## src/rtl/aes_core_arbiter.sv

```systemverilog
`default_nettype none
// ============================================================================
// aes_core_arbiter: round-robin sharing of one AES-128 core between the SRAM
// read (decrypt) and write (encrypt) paths.                  Revision: 1.0
// ============================================================================
module aes_core_arbiter #(
  parameter int KEY_WD = 128,
  parameter int BLK_WD = 128,
  parameter int TMO_WD = 8
) (
  input  logic              wb_clk_i,
  input  logic              rst_n,
  input  logic [KEY_WD-1:0] master_key_i,
  input  logic              key_update_i,
  input  logic              alarm_i,
  input  logic              r_req_i,
  input  logic [BLK_WD-1:0] r_blk_i,
  output logic              r_done_o,
  output logic              r_err_o,
  input  logic              w_req_i,
  input  logic [BLK_WD-1:0] w_blk_i,
  output logic              w_done_o,
  output logic              w_err_o,
  output logic [BLK_WD-1:0] result_o,
  output logic              busy_o,
  output logic              aes_init_o,
  output logic              aes_next_o,
  output logic              aes_encdec_o,
  output logic [KEY_WD-1:0] aes_key_o,
  output logic [BLK_WD-1:0] aes_blk_o,
  input  logic              aes_ready_i,
  input  logic              aes_valid_i,
  input  logic [BLK_WD-1:0] aes_result_i
);

  typedef enum logic [2:0] {
    S_IDLE     = 3'd0,
    S_KEY_INIT = 3'd1,
    S_KEY_WAIT = 3'd2,
    S_ISSUE    = 3'd3,
    S_RES_WAIT = 3'd4,
    S_DONE     = 3'd5
  } state_t;

  state_t              state_q, state_d;
  logic                sel_q, sel_d;          // 1 = W owns the core
  logic                rr_last_q, rr_last_d;  // 1 = W was served last
  logic                key_stale_q, key_stale_d;
  logic [TMO_WD-1:0]   tmo_q, tmo_d;
  logic                init_q, init_d;
  logic                next_q, next_d;
  logic                encdec_q, encdec_d;
  logic                busy_q, busy_d;
  logic                r_done_q, r_done_d;
  logic                r_err_q, r_err_d;
  logic                w_done_q, w_done_d;
  logic                w_err_q, w_err_d;
  logic [KEY_WD-1:0]   key_q, key_d;
  logic [BLK_WD-1:0]   blk_q, blk_d;
  logic [BLK_WD-1:0]   result_q, result_d;
  logic                tmo_hit;
  logic                settle;
  logic                finish;
  logic                fail;
  logic                waiting;

  always_comb begin
    state_d     = state_q;
    sel_d       = sel_q;
    rr_last_d   = rr_last_q;
    key_stale_d = key_stale_q;
    encdec_d    = encdec_q;
    key_d       = key_q;
    blk_d       = blk_q;
    result_d    = result_q;
    init_d      = 1'b0;
    next_d      = 1'b0;
    r_done_d    = 1'b0;
    r_err_d     = 1'b0;
    w_done_d    = 1'b0;
    w_err_d     = 1'b0;
    finish      = 1'b0;
    fail        = 1'b0;
    tmo_hit     = (tmo_q == {TMO_WD{1'b1}});
    // The counter is zero only on the first cycle after a state entry.
    settle      = (tmo_q == {TMO_WD{1'b0}});
    waiting     = (state_q == S_KEY_WAIT) || (state_q == S_ISSUE) ||
                  (state_q == S_RES_WAIT);

    case (state_q)
      S_IDLE: begin
        // A done still showing means the requester has not yet dropped req.
        if (!alarm_i && !r_done_q && !w_done_q && (r_req_i || w_req_i)) begin
          if (r_req_i && w_req_i) sel_d = ~rr_last_q;
          else                    sel_d = w_req_i;
          rr_last_d = sel_d;
          encdec_d  = sel_d;
          blk_d     = sel_d ? w_blk_i : r_blk_i;
          state_d   = key_stale_q ? S_KEY_INIT : S_ISSUE;
        end
      end
      S_KEY_INIT: begin
        if (alarm_i) begin
          fail = 1'b1;
        end else begin
          init_d      = 1'b1;
          key_d       = master_key_i;
          key_stale_d = 1'b0;
          state_d     = S_KEY_WAIT;
        end
      end
      S_KEY_WAIT: begin
        if (alarm_i || tmo_hit)          fail = 1'b1;
        else if (!settle && aes_ready_i) state_d = S_ISSUE;
      end
      S_ISSUE: begin
        if (alarm_i || tmo_hit) begin
          fail = 1'b1;
        end else if (aes_ready_i) begin
          next_d  = 1'b1;
          state_d = S_RES_WAIT;
        end
      end
      S_RES_WAIT: begin
        if (alarm_i || tmo_hit) begin
          fail = 1'b1;
        end else if (!settle && aes_valid_i) begin
          result_d = aes_result_i;
          finish   = 1'b1;
          state_d  = S_DONE;
        end
      end
      S_DONE:  state_d = S_IDLE;
      default: state_d = S_IDLE;
    endcase

    if (fail) begin
      state_d     = S_IDLE;
      key_stale_d = 1'b1;
    end
    if (finish || fail) begin
      r_done_d = ~sel_q;
      w_done_d = sel_q;
      r_err_d  = fail & ~sel_q;
      w_err_d  = fail & sel_q;
    end
    // Overrides the clear in KEY_INIT so a coinciding key change is not lost.
    if (key_update_i || alarm_i) key_stale_d = 1'b1;

    if (state_d != state_q) tmo_d = {TMO_WD{1'b0}};
    else if (waiting)       tmo_d = tmo_q + 1'b1;
    else                    tmo_d = {TMO_WD{1'b0}};

    busy_d = (state_d != S_IDLE);
  end

  always_ff @(posedge wb_clk_i or negedge rst_n) begin
    if (!rst_n) begin
      state_q     <= S_IDLE;
      sel_q       <= 1'b0;
      rr_last_q   <= 1'b0;
      key_stale_q <= 1'b1;
      tmo_q       <= {TMO_WD{1'b0}};
      init_q      <= 1'b0;
      next_q      <= 1'b0;
      encdec_q    <= 1'b0;
      busy_q      <= 1'b0;
      r_done_q    <= 1'b0;
      r_err_q     <= 1'b0;
      w_done_q    <= 1'b0;
      w_err_q     <= 1'b0;
      key_q       <= {KEY_WD{1'b0}};
      blk_q       <= {BLK_WD{1'b0}};
      result_q    <= {BLK_WD{1'b0}};
    end else begin
      state_q     <= state_d;
      sel_q       <= sel_d;
      rr_last_q   <= rr_last_d;
      key_stale_q <= key_stale_d;
      tmo_q       <= tmo_d;
      init_q      <= init_d;
      next_q      <= next_d;
      encdec_q    <= encdec_d;
      busy_q      <= busy_d;
      r_done_q    <= r_done_d;
      r_err_q     <= r_err_d;
      w_done_q    <= w_done_d;
      w_err_q     <= w_err_d;
      key_q       <= key_d;
      blk_q       <= blk_d;
      result_q    <= result_d;
    end
  end

  assign r_done_o     = r_done_q;
  assign r_err_o      = r_err_q;
  assign w_done_o     = w_done_q;
  assign w_err_o      = w_err_q;
  assign result_o     = result_q;
  assign busy_o       = busy_q;
  assign aes_init_o   = init_q;
  assign aes_next_o   = next_q;
  assign aes_encdec_o = encdec_q;
  assign aes_key_o    = key_q;
  assign aes_blk_o    = blk_q;

endmodule
`default_nettype wire

```

## config.mk

```make
export PLATFORM = sky130hd
export DESIGN_NAME = aes_core_arbiter
export DESIGN_NICKNAME = d
export VERILOG_FILES = /design/src/rtl/aes_core_arbiter.sv
export SDC_FILE = /design/constraint.sdc
export NUM_CORES = 1
export LEC_CHECK = 0
export ABC_AREA = 1
export CORE_AREA = 2 2 355 357
export DETAILED_ROUTE_END_ITERATION = 16
export DIE_AREA = 0 0 357 359
export GPL_TIMING_DRIVEN = 0
export REMOVE_ABC_BUFFERS = 1
export SLEW_MARGIN = 20
export SYNTH_ARGS = -nofsm -noshare
export SYNTH_HDL_FRONTEND = slang
export SYNTH_SLANG_ARGS = --single-unit
```

## constraint.sdc

```tcl
create_clock -name wb_clk_i -period 2.87 [get_ports wb_clk_i]
set_input_delay 0.4305 -clock wb_clk_i [delete_from_list [all_inputs] [get_ports wb_clk_i]]
set_output_delay 0.4305 -clock wb_clk_i [all_outputs]
set_load 0.005 [all_outputs]
```

Word level (Yosys, flattened, before mapping)
Cells that the tools add are included.
{"block": "classes", "add_sub_neg": 1, "n_eq_ne": 7, "mux": 36, "bitwise_logic": 5, "n_reduce_logical": 25}
{"cell": "$mux W128", "n": 1}
{"cell": "$mux W3", "n": 9}
{"cell": "$mux W1", "n": 21}
{"cell": "$mux W8", "n": 2}
{"cell": "$pmux W3 S5", "n": 1}
{"cell": "$add A8 B1 Y8 const B", "n": 1}
{"cell": "$eq A8 B8 Y1 const B", "n": 1}
{"cell": "$logic_not A8 Y1", "n": 1}
{"cell": "$eq A3 B2 Y1 const B", "n": 2}
{"cell": "$logic_and A1 B1 Y1", "n": 6}
{"cell": "$logic_or A1 B1 Y1", "n": 6}
{"cell": "$reduce_and A2 Y1", "n": 3}
{"cell": "$reduce_bool A3 Y1", "n": 2}
{"cell": "$logic_not A1 Y1", "n": 4}
{"cell": "$eq A3 B1 Y1 const B", "n": 1}
{"cell": "$eq A3 B3 Y1 const B", "n": 1}
{"cell": "$logic_not A3 Y1", "n": 1}
{"cell": "$ne A3 B1 Y1 const B", "n": 1}
{"cell": "$ne A3 B3 Y1", "n": 1}
{"cell": "$not A1 Y1", "n": 3}
{"cell": "$reduce_and A3 Y1", "n": 1}
{"cell": "$reduce_or A3 Y1", "n": 1}
{"cell": "$and A1 B1 Y1", "n": 2}
{"cell": "$mux W2", "n": 1}
{"cell": "$pmux W1 S2", "n": 1}
{"block": "totals", "ff_bits": 404, "in_bits": 520, "output_inout_bits": 392, "word_cells": 88}

Longest topological paths before layout
Gate-level depths: netlist of the first run.
{"block": "logic_depth", "ltp_word": 9, "mapped_depth": 13, "ltp_nobuf": 13}

Worst setup path before layout of the first run
No wires, ideal clock.
{"block": "synth_timing", "path_type": "reg2reg", "startpoint": "register tmo_q[0]", "endpoint": "register result_q[119], in the netlist result_o[119]", "setup_time_ps": 125, "t_arrival_ps": 1638, "path_slack_ps": 1107, "path_stages_with_launch": 9, "path_cell_list": "dfrtp_1 -> ha_1 -> nand2_1 -> nor2_2 -> a21oi_1 -> nand2_2 -> buf_6 -> buf_6 -> mux2_4"}
{"block": "synth_via", "elab_chain_len": 4}
{"element": "start: declaration", "line": "49", "source": "logic [TMO_WD-1:0] tmo_q, tmo_d;"}
{"element": "start signal: assignment", "line": "163", "source": "tmo_q <= {TMO_WD{1'b0}};"}
{"element": "start signal: assignment", "line": "180", "source": "tmo_q <= tmo_d;"}
{"element": "$eq A8 B8 Y1 / $logic_not A8 Y1 (equally long branches)", "line": "84, 86"}
{"element": "$logic_or A1 B1 Y1 / $logic_not A1 Y1 (equally long branches)", "line": "125, 127"}
{"element": "$not A1 Y1 (no source line) / $logic_and A1 B1 Y1 (equally long branches)"}
{"element": "$reduce_and A3 Y1 (no source line) (*)"}
{"element": "end signal: assignment", "line": "174", "source": "result_q <= {BLK_WD{1'b0}};"}
{"element": "end signal: assignment", "line": "191", "source": "result_q <= result_d;"}
{"element": "end: declaration", "line": "60", "source": "logic [BLK_WD-1:0] result_q, result_d;"}
Every way passes the cells marked *; elsewhere a longest branch is shown, timed or not.
A chain may end at the register's enable or synchronous reset.

Worst setup path in the final report of the first run
{"block": "layout_timing", "startpoint": "register tmo_q[0]", "endpoint": "register result_q[56], in the netlist result_o[56]"}
The elaborated chain is that of the path after synthesis.

==> out/qor_table.md, run 1 <==
| Quantity | Reported |
| --- | --- |
| Run status | completed |
| Instance count of the mapped netlist | 1,619 |
| Critical path class | reg -> reg |
| Overall via count from detail_route | 14.9k |
| Final worst path period share | 92.2% |
| Worst clock skew on the final layout | 0.0169 ns |
| Count of cell types in the netlist | 27 |
| Placer Congestion | 0.857 |
| Number of synthesized flops with an enable pin | 0 |
| Relative slew slack | 54.9% |
| Standard cell area after detailed placement | 28,600 um2 |
| Static Leakage | 0.0139 uW |
| First-pass GRT wire length | 116,000 um |
| Antenna violations before repair | 48 |
| Synthesized area divided by synthesized cell count | 10.7 um2 |
| Root cell of the clock tree | clkbuf_16 |
| Post-route minimum period | 2.65 ns |
| Part of the Yosys area used for sequential elements | 58.4% |
| Share of flip-flops with an asynchronous set or reset | 100% |
| Endpoint of the worst register-to-register path | result_o[56] |
| Number of optimization iterations in the first detailed-route pass | 5 |
| DR iter-0 viols | 1,014 |
| Starting utilization of the core area | 13.9% |
| Post-DR wirelength/cell | 19.7 um |
| DRC violations left | 0 |
| Maximum clock rate | 378 MHz |
| Number of cell rows | 130 |
| Register clock-pin slew on the reported worst setup and hold paths | 0.06 ns |
| Overall power consumption | 24,600 uW |
| Critical Path Start | tmo_q[0] |
| Grt total ovfl | 0 |
| Ys flop type | dfrtp_1 |
| Total CTS buffers | 52 |
| DR vias/cell | 3.53 |
| Startpoint types | flip-flop |
| Nets@finish | 3,048 |
| Number of cells on the worst hold path | 3 |
| Largest vdd supply drop | 0.000478 V |
| Most common cell after layout, fill and taps aside | clkdlybuf4s50_1 |
| Yosys synthesis warning count | 0 |
| Number of synthesized register bits | 404 |
| Clock latency reported for the late side of the worst-skew pair | 0.62 ns |
| Global router's overall resource usage | 12.6% |
| HPWL after detailed placement | 66,000 um |
| Area added between synthesis and finish | 75.6% |
| Placeable core region | 125,000 um2 |
| Final count of pins violating max slew | 0 |
| Number of clock sinks | 404 |
| Largest net degree at the start of global routing | 109 |
| Area enclosed by the die boundary | 128,000 um2 |
| Overall die height | 359 um |
| Commonest cells after routing, fill and taps aside | 910 x clkdlybuf4s50_1, 793 x nand2_1, 403 x dfrtp_1, 158 x mux2_2, 98 x mux2_4 |
| Max cap viols | 0 |
| Data required time at the worst endpoint | 3.38 ns |
| Via count of the first global-routing pass | 15.5k |
| Power density of the placed cells | 811 nW/um2 |
| Terminating pin of the worst hold path | aes_key_o[67] |
| Worst reg2reg path startpoint | tmo_q[0] |
| DRT Wirelength | 83,400 um |
| Buffer levels on the longest clock path | 3 |
| Layout cells sized above 1 | 15.2% |
| Sort of element at the end of the critical path | flip-flop |
| CTS tree | built |
| Path depth of the worst reg2reg path | 7 |
| Hold Vio Cnt, Final | 0 |
| Cell type contributing the most total cell area after synthesis | dfrtp_1 |
| Maximum fanout along the worst path | 69 |
| R2R setup slack | 0.22 ns |
| DRT antenna net count | 0 |
| Die outline width | 357 um |
| Count of buffers from port buffering | 911 |
| Cell area after technology mapping | 17,300 um2 |
| Unrepaired setup endpoints after global routing | false |
| Total of endpoints with negative setup slack in the final report | 0 |
| Data arrival time of the critical path | 3.16 ns |
| Actual transition at the worst max-transition pin | 0.675 ns |
| Final Cell Area | 30,400 um2 |
| Worst hold-check path type | in -> reg |
| Number of H-tree levels | 2 |
| Source of the worst hold timing path | master_key_i[67] |
| Number of top-level pins | 912 |
| Share of the synthesized area in the top cell type | 58.3% |
| Largest cells by area after synthesis | dfrtp_1 58%, nand2_1 17%, mux2_2 10%, mux2_4 8.5%, buf_2 0.87% |
[metrics by stage]
stage               setup slack (ns)  hold slack (ns)  util [%]  setup TNS [ns]  cells
floorplan                      -4.31            0.135         -        -1084.00   1535
global placement              -18.84            0.463      22.5               -   4096
detailed placement            -0.616            0.444      23.0          -41.17   4119
CTS                           0.0700            0.266      24.4               0   4217
global route                  0.0479            0.294      24.4               0   4223
finish                         0.223            0.339      24.4               0   4227
[final cells by class]
cell class,instances,area [um2]
fillers,13300,94200
well taps,1650,2060
inverters,18,82.6
clock buffers,71,1430
repair buffers,936,9740
multi-input cells,1114,6670
clock inverters,24,254
diodes,10,25.0
flip-flops and latches,404,10100
[Yosys cell counts (2+ instances only)]
master    instances
a21oi_1           5
nand4_1           3
nand3_1           8
ha_1              2
buf_6             2
inv_1            18
nand2_1         793
buf_2            30
mux2_4           98
buf_4            11
clkbuf_1         25
xor2_1            4
buf_1             7
nor2_2           11
nor2_1           17
buf_8             9
xnor2_1           2
dfrtp_1         403
mux2_2          158
nand2_2           6
[flip-flops by register name (all words and copies together), names as in the netlist]
signal	flops
aes_blk_o	128
aes_encdec_o	1
aes_init_o	1
aes_key_o	128
aes_next_o	1
busy_o	1
key_stale_q	1
r_done_o	1
r_err_o	1
result_o	128
state_q	3
tmo_q	8
w_done_o	1
w_err_o	1
[cells by family (layout without fill, tap and decap cells)]
| group | count (synthesis) | in the layout | share of synthesized area [%] |
|---|---|---|---|
| simple gates | 840 | 841 | 18.6 |
| buf+inv | 102 | 1049 | 3.34 |
| mux | 256 | 256 | 18.8 |
| xor+xnor | 6 | 6 | 0.304 |
| compound gates | 9 | 9 | 0.340 |
| fa+ha+maj | 2 | 2 | 0.145 |
| flops | 404 | 404 | 58.4 |
| other cells | 0 | 10 | 0 |
[what timing repair did]
| item | 4_1_cts | 5_1_grt |
|---|---|---|
| hold endpoints to repair | 64 | 0 |
| hold buffers | 1 | 0 |
| gates cloned | 1 | 0 |
| resized for setup | 1 | 1 |
| setup buffers | 1 | 0 |
| setup endpoints to repair | 4 | 2 |
| pin swaps | 2 | 0 |
[worst max path at each step]
| stage | endpoint | slack, ns |
|---|---|---|
| 2_1_floorplan | aes_blk_o[0] | -4.31 |
| 3_3_place_gp | aes_key_o[104] | -18.84 |
| 3_5_place_dp | aes_blk_o[84] | -0.62 |
| 4_1_cts | aes_key_o[85] | 0.07 |
| 5_1_grt | aes_key_o[85] | 0.05 |
| 6_report | result_o[56] | 0.22 |
[critical path: stages, from the launching register on]
cell and delay, ns:
dfrtp_1 0.41, ha_1 0.24, nand2_1 0.09, nor2_2 0.06
a21oi_1 0.36, nand2_8 0.46, buf_16 0.44, mux2_4 0.38
[power by group]
group	switching, uW	internal [uW]
clock network	2840	3780
logic	3970	5340
registers	1090	7600
total	7910	16700
[layer usage]
| metal | global-route usage, % | wire [um] | vias to the layer above |
|---|---|---|---|
| met5 | 0 | 154 | - |
| met3 | 4.23 | 7070 | 147 |
| met2 | 21.5 | 40900 | 607 |
| met4 | 4.14 | 2040 | 24 |
| li1 | - | - | 6976 |
| met1 | 14.7 | 33300 | 7170 |
No activity file was read; power rests on OpenSTA's default activity.
==> run 2, diff against run 1 <==
ABC_AREA = default   (was 1)
CORE_AREA = 2 2 359 361   (was 2 2 355 357)
DIE_AREA = 0 0 361 363   (was 0 0 357 359)
==> run 2 against run 1 <==
Against the previous run: via count is 11% lower; the flow now finishes with violations (setup timing); non-clock buffer count is 14 higher; final cell count decreased by 9.4%; setup slack got worse by 0.26 ns; clock power about the same; utilization shrank 0.97 points.
==> out/qor_table.md, run 2 <==
| Quantity | Reported | vs previous |
| --- | --- | --- |
| Number of optimization iterations in the first detailed-route pass | 5 | unchanged |
| Share of the synthesized area in the top cell type | 61.9% | was 58.3% |
| Standard cell area after detailed placement | 27,900 um2 | was 28,600 um2 |
| Internal power | 17,500 uW | was 16,700 uW |
| Total of endpoints with negative setup slack in the final report | 2 | was 0 |
| Largest net degree at the start of global routing | 87 | was 109 |
| Reg power frac | 35.6% | was 35.3% |
| Number of synthesized register bits | 404 | unchanged |
| DRC violations left | 0 | unchanged |
| Area added between synthesis and finish | 82.4% | was 75.6% |
| Count of buffers from port buffering | 911 | unchanged |
| Part of the Yosys area used for sequential elements | 62.0% | was 58.4% |
| First-pass GRT wire length | 101,000 um | was 116,000 um |
| Placed cell count | 3,729 | was 4,119 |
| Starting utilization of the core area | 12.8% | was 13.9% |
| Post-route minimum period | 2.91 ns | was 2.65 ns |
| Die outline width | 361 um | was 357 um |
| Number of cell rows | 131 | was 130 |
| Actual transition at the worst max-transition pin | 0.704 ns | was 0.675 ns |
| Via count of the first global-routing pass | 13.9k | was 15.5k |
| Nets@finish | 2,643 | was 3,048 |
| Cell-by-cell listing of the critical path | a21boi_4 > buf_8 > buf_16 > buf_16 > buf_16 > buf_16 > buf_16 > buf_16 > mux2i_1 > a21oi_1 | was ha_1 > nand2_1 > nor2_2 > a21oi_1 > nand2_8 > buf_16 > mux2_4 |
| P_sw | 7530 uW | was 7910 uW |
| Critical path class | reg -> reg | unchanged |
| Final WS setup | -0.0360 ns | was 0.223 ns |
| HPWL after detailed placement | 57,800 um | was 66,000 um |
| Number of synthesized flops with an enable pin | 0 | unchanged |
| Static Leakage | 0.0123 uW | was 0.0139 uW |
| Buffer levels on the longest clock path | 3 | unchanged |
| Clock power share | 26.4% | was 26.9% |
| Ys flop type | dfrtp_1 | unchanged |
| Final Cell Area | 29,700 um2 | was 30,400 um2 |
| Maximum fanout along the worst path | 16 | was 69 |
| Post-DR wirelength/cell | 19.0 um | was 19.7 um |
| DRT Wirelength | 72,800 um | was 83,400 um |
| Total CTS buffers | 51 | was 52 |
| Yosys synthesis warning count | 0 | unchanged |
| DRT antenna net count | 0 | unchanged |
| DR iter-0 viols | 647 | was 1,014 |
| Critical path's most frequent cell | buf_16 |  |
| Instance count of the mapped netlist | 1,190 | was 1,619 |
| Count of cell types in the netlist | 42 | was 27 |
| Worst clock skew on the final layout | 0.0167 ns | was 0.0169 ns |
| Placeable core region | 127,000 um2 | was 125,000 um2 |
| Antenna violations before repair | 18 | was 48 |
| Root cell of the clock tree | clkbuf_16 | unchanged |
| Final worst path period share | 101% | was 92.2% |
| Largest cells by area after synthesis | dfrtp_1 62%, mux2_2 12%, mux2i_1 7.9%, mux2_1 5.4%, a21oi_1 4.0% | was dfrtp_1 58%, nand2_1 17%, mux2_2 10%, mux2_4 8.5%, buf_2 0.87% |
| Register clock-pin slew on the reported worst setup and hold paths | 0.06 ns | about the same |
| Top cells by instance count after synthesis | 403 x dfrtp_1, 179 x mux2_2, 139 x nor2_1 | was 793 x nand2_1, 403 x dfrtp_1, 158 x mux2_2 |
| Run status | finished with violations | was completed |
| Cell with the biggest individual delay on the critical path | mux2i_1 | was nand2_8 |
| Area enclosed by the die boundary | 131,000 um2 | was 128,000 um2 |
| Share of flip-flops with an asynchronous set or reset | 100% | unchanged |
| Final Core Density | 23.4% | was 24.4% |
| Gate family responsible for the most delay along the worst path | buffers and inverters | was simple AND/OR/NAND/NOR gates |
| Cell type contributing the most total cell area after synthesis | dfrtp_1 | unchanged |
| Maximum clock rate | 344 MHz | was 378 MHz |
| Overall via count from detail_route | 13.2k | was 14.9k |
| Grt total ovfl | 0 | unchanged |
| Number of clock sinks | 404 | unchanged |
| Number of H-tree levels | 2 | unchanged |
| Hold Vio Cnt, Final | 0 | unchanged |
| Power density of the placed cells | 841 nW/um2 | was 811 nW/um2 |
| Relative slew slack | 53.1% | was 54.9% |
| Violated checks | setup timing |  |
| Cell area after technology mapping | 16,300 um2 | was 17,300 um2 |
| Placer Congestion | 0.824 | was 0.857 |
| DR vias/cell | 3.45 | was 3.53 |
| Switch share | 30.1% | was 32.1% |
| Number of cells on the worst hold path | 3 | unchanged |
| Share of total power in combinational logic | 38.0% | was 37.8% |
| Data arrival time of the critical path | 3.37 ns | was 3.16 ns |
| Startpoint types | flip-flop | unchanged |
| Synthesized area divided by synthesized cell count | 13.7 um2 | was 10.7 um2 |
| Number of top-level pins | 912 | unchanged |
| Layout cells sized above 1 | 14.8% | was 15.2% |
| Worst hold-check path type | in -> reg | unchanged |
| Commonest cells after routing, fill and taps aside | 909 x clkdlybuf4s50_1, 402 x dfrtp_1, 179 x mux2_2, 138 x nor2_1, 130 x a21oi_1 | was 910 x clkdlybuf4s50_1, 793 x nand2_1, 403 x dfrtp_1, 158 x mux2_2, 98 x mux2_4 |
| Data required time at the worst endpoint | 3.34 ns | was 3.38 ns |
| Buf/Inv on CP | 7 | was 1 |
| Library cell with the highest instance count after synthesis | dfrtp_1 | was nand2_1 |
| Final count of pins violating max slew | 0 | unchanged |
| Number of filler cells placed in the layout | 13.4k | was 13.3k |
| Number of standard cells in the final layout excluding fillers | 3,828 | was 4,227 |
| Path length in cells of the critical path | 10 | was 7 |
| Clock latency reported for the late side of the worst-skew pair | 0.61 ns | was 0.62 ns |
| Overall die height | 363 um | was 359 um |
| Most common cell after layout, fill and taps aside | clkdlybuf4s50_1 | unchanged |
| Worst stage delay on the critical path | 0.57 ns | was 0.46 ns |
| Path depth of the worst reg2reg path | 10 | was 7 |
| Unrepaired setup endpoints after global routing | true | was false |
| Max cap viols | 0 | unchanged |
| Sort of element at the end of the critical path | flip-flop | unchanged |
| Global router's overall resource usage | 10.6% | was 12.6% |
| Largest vdd supply drop | 0.000538 V | was 0.000478 V |
| CTS tree | built | unchanged |
| Overall power consumption | 25,000 uW | was 24,600 uW |
==> run 2: changes by cell type in the layout (fill, tap and decap cells not counted), sizes merged, moves of 3 or more <==
cell    change
inv        -13
clkbuf      -4
nand2     -796
buf        +11
a21oi     +126
bufbuf      +3
nor2      +112
mux2i     +128
nor4        +3
a21boi      +3
nand3       -5
nor3        +9
a31oi       +3
==> run 2: kinds of logic after synthesis <==
| logic type | share of synthesized area [%] |
|---|---|
| XOR/XNOR | 0.322 |
| adder cells (fa/ha/maj) | 0.153 |
| AO/OA/AOI/OAI | 4.72 |
| multiplexers | 25.6 |
| flip-flops | 62.0 |
| buffers and inverters | 2.71 |
| AND/OR/NAND/NOR | 4.47 |
==> run 2: layout make-up <==
type                       count  area (um2)  share of cell area (%)
antenna                        9        22.5                  0.0757
multi-input combinational    709        5810                    19.5
inverter                       5        18.8                  0.0631
timing repair buffer         950       10000                    33.6
sequential                   404       10100                    34.0
clock inverter                22         225                   0.757
tap                         1662        2080                    6.99
clock buffer                  67        1480                    4.97
==> run 2: final timing paths <==
check / from / to / slack (ns)
min in group asynchronous: rst_n / result_o[114] / 0.46
worst min-delay path: alarm_i / key_stale_q / 0.33
worst min register to register: result_o[69] / result_o[69] / 0.49
max in group asynchronous: rst_n / aes_blk_o[76] / 0.99
worst max register to register: aes_encdec_o / aes_blk_o[1] / -0.04
worst max-delay path: aes_encdec_o / aes_blk_o[1] / -0.04
==> run 2: repair_timing <==
action | in CTS | in global routing
buffers inserted | 4 | 0
endpoints found under the hold margin | 84 | 0
pin swaps | 3 | 1
cloned | 3 | 0
hold buffers | 1 | 0
setup endpoints to repair | 92 | 15
gates resized for setup | 14 | 4
==> run 2: tightest hold or removal path, delay by kind of cell <==
kind,cells,cell delay [ns]
AO/OA/AOI/OAI,1,0.08
AND/OR/NAND/NOR,1,0.06
buffers and inverters,1,0.33
==> run 2: per-layer routing <==
metal | GRT usage (%) | vias to the layer above | part of all wire (%)
li1 | - | 6052 | -
met5 | 0.581 | - | 0.070
met1 | 13.0 | 6459 | 41
met2 | 16.1 | 583 | 45
met4 | 4.07 | 6 | 3.4
met3 | 4.78 | 108 | 10
==> run 2: power groups by stage <==
| stage | Clock, uW | Combinational, uW | Sequential, uW |
|---|---|---|---|
| 6_report | 6600 | 9510 | 8910 |
| 5_1_grt | 7100 | 10300 | 9160 |
| 4_1_cts | 6920 | 9790 | 8920 |
| 3_5_place_dp | 0 | 9550 | 8980 |
| 3_3_place_gp | 0 | 9660 | 9000 |
| 2_1_floorplan | 0 | 3160 | 8960 |
==> run 2: metrics by stage <==
| step | hold slack, ns | TNS, ns | setup WS (ns) |
|---|---|---|---|
| finish | 0.329 | -0.0430 | -0.0360 |
| global route | 0.269 | -0.272 | -0.0842 |
| CTS | 0.334 | 0 | 0.0394 |
| detailed placement | 0.480 | -124.45 | -1.92 |
| global placement | 0.473 | - | -18.18 |
| floorplan | 0.135 | -1728.66 | -7.29 |
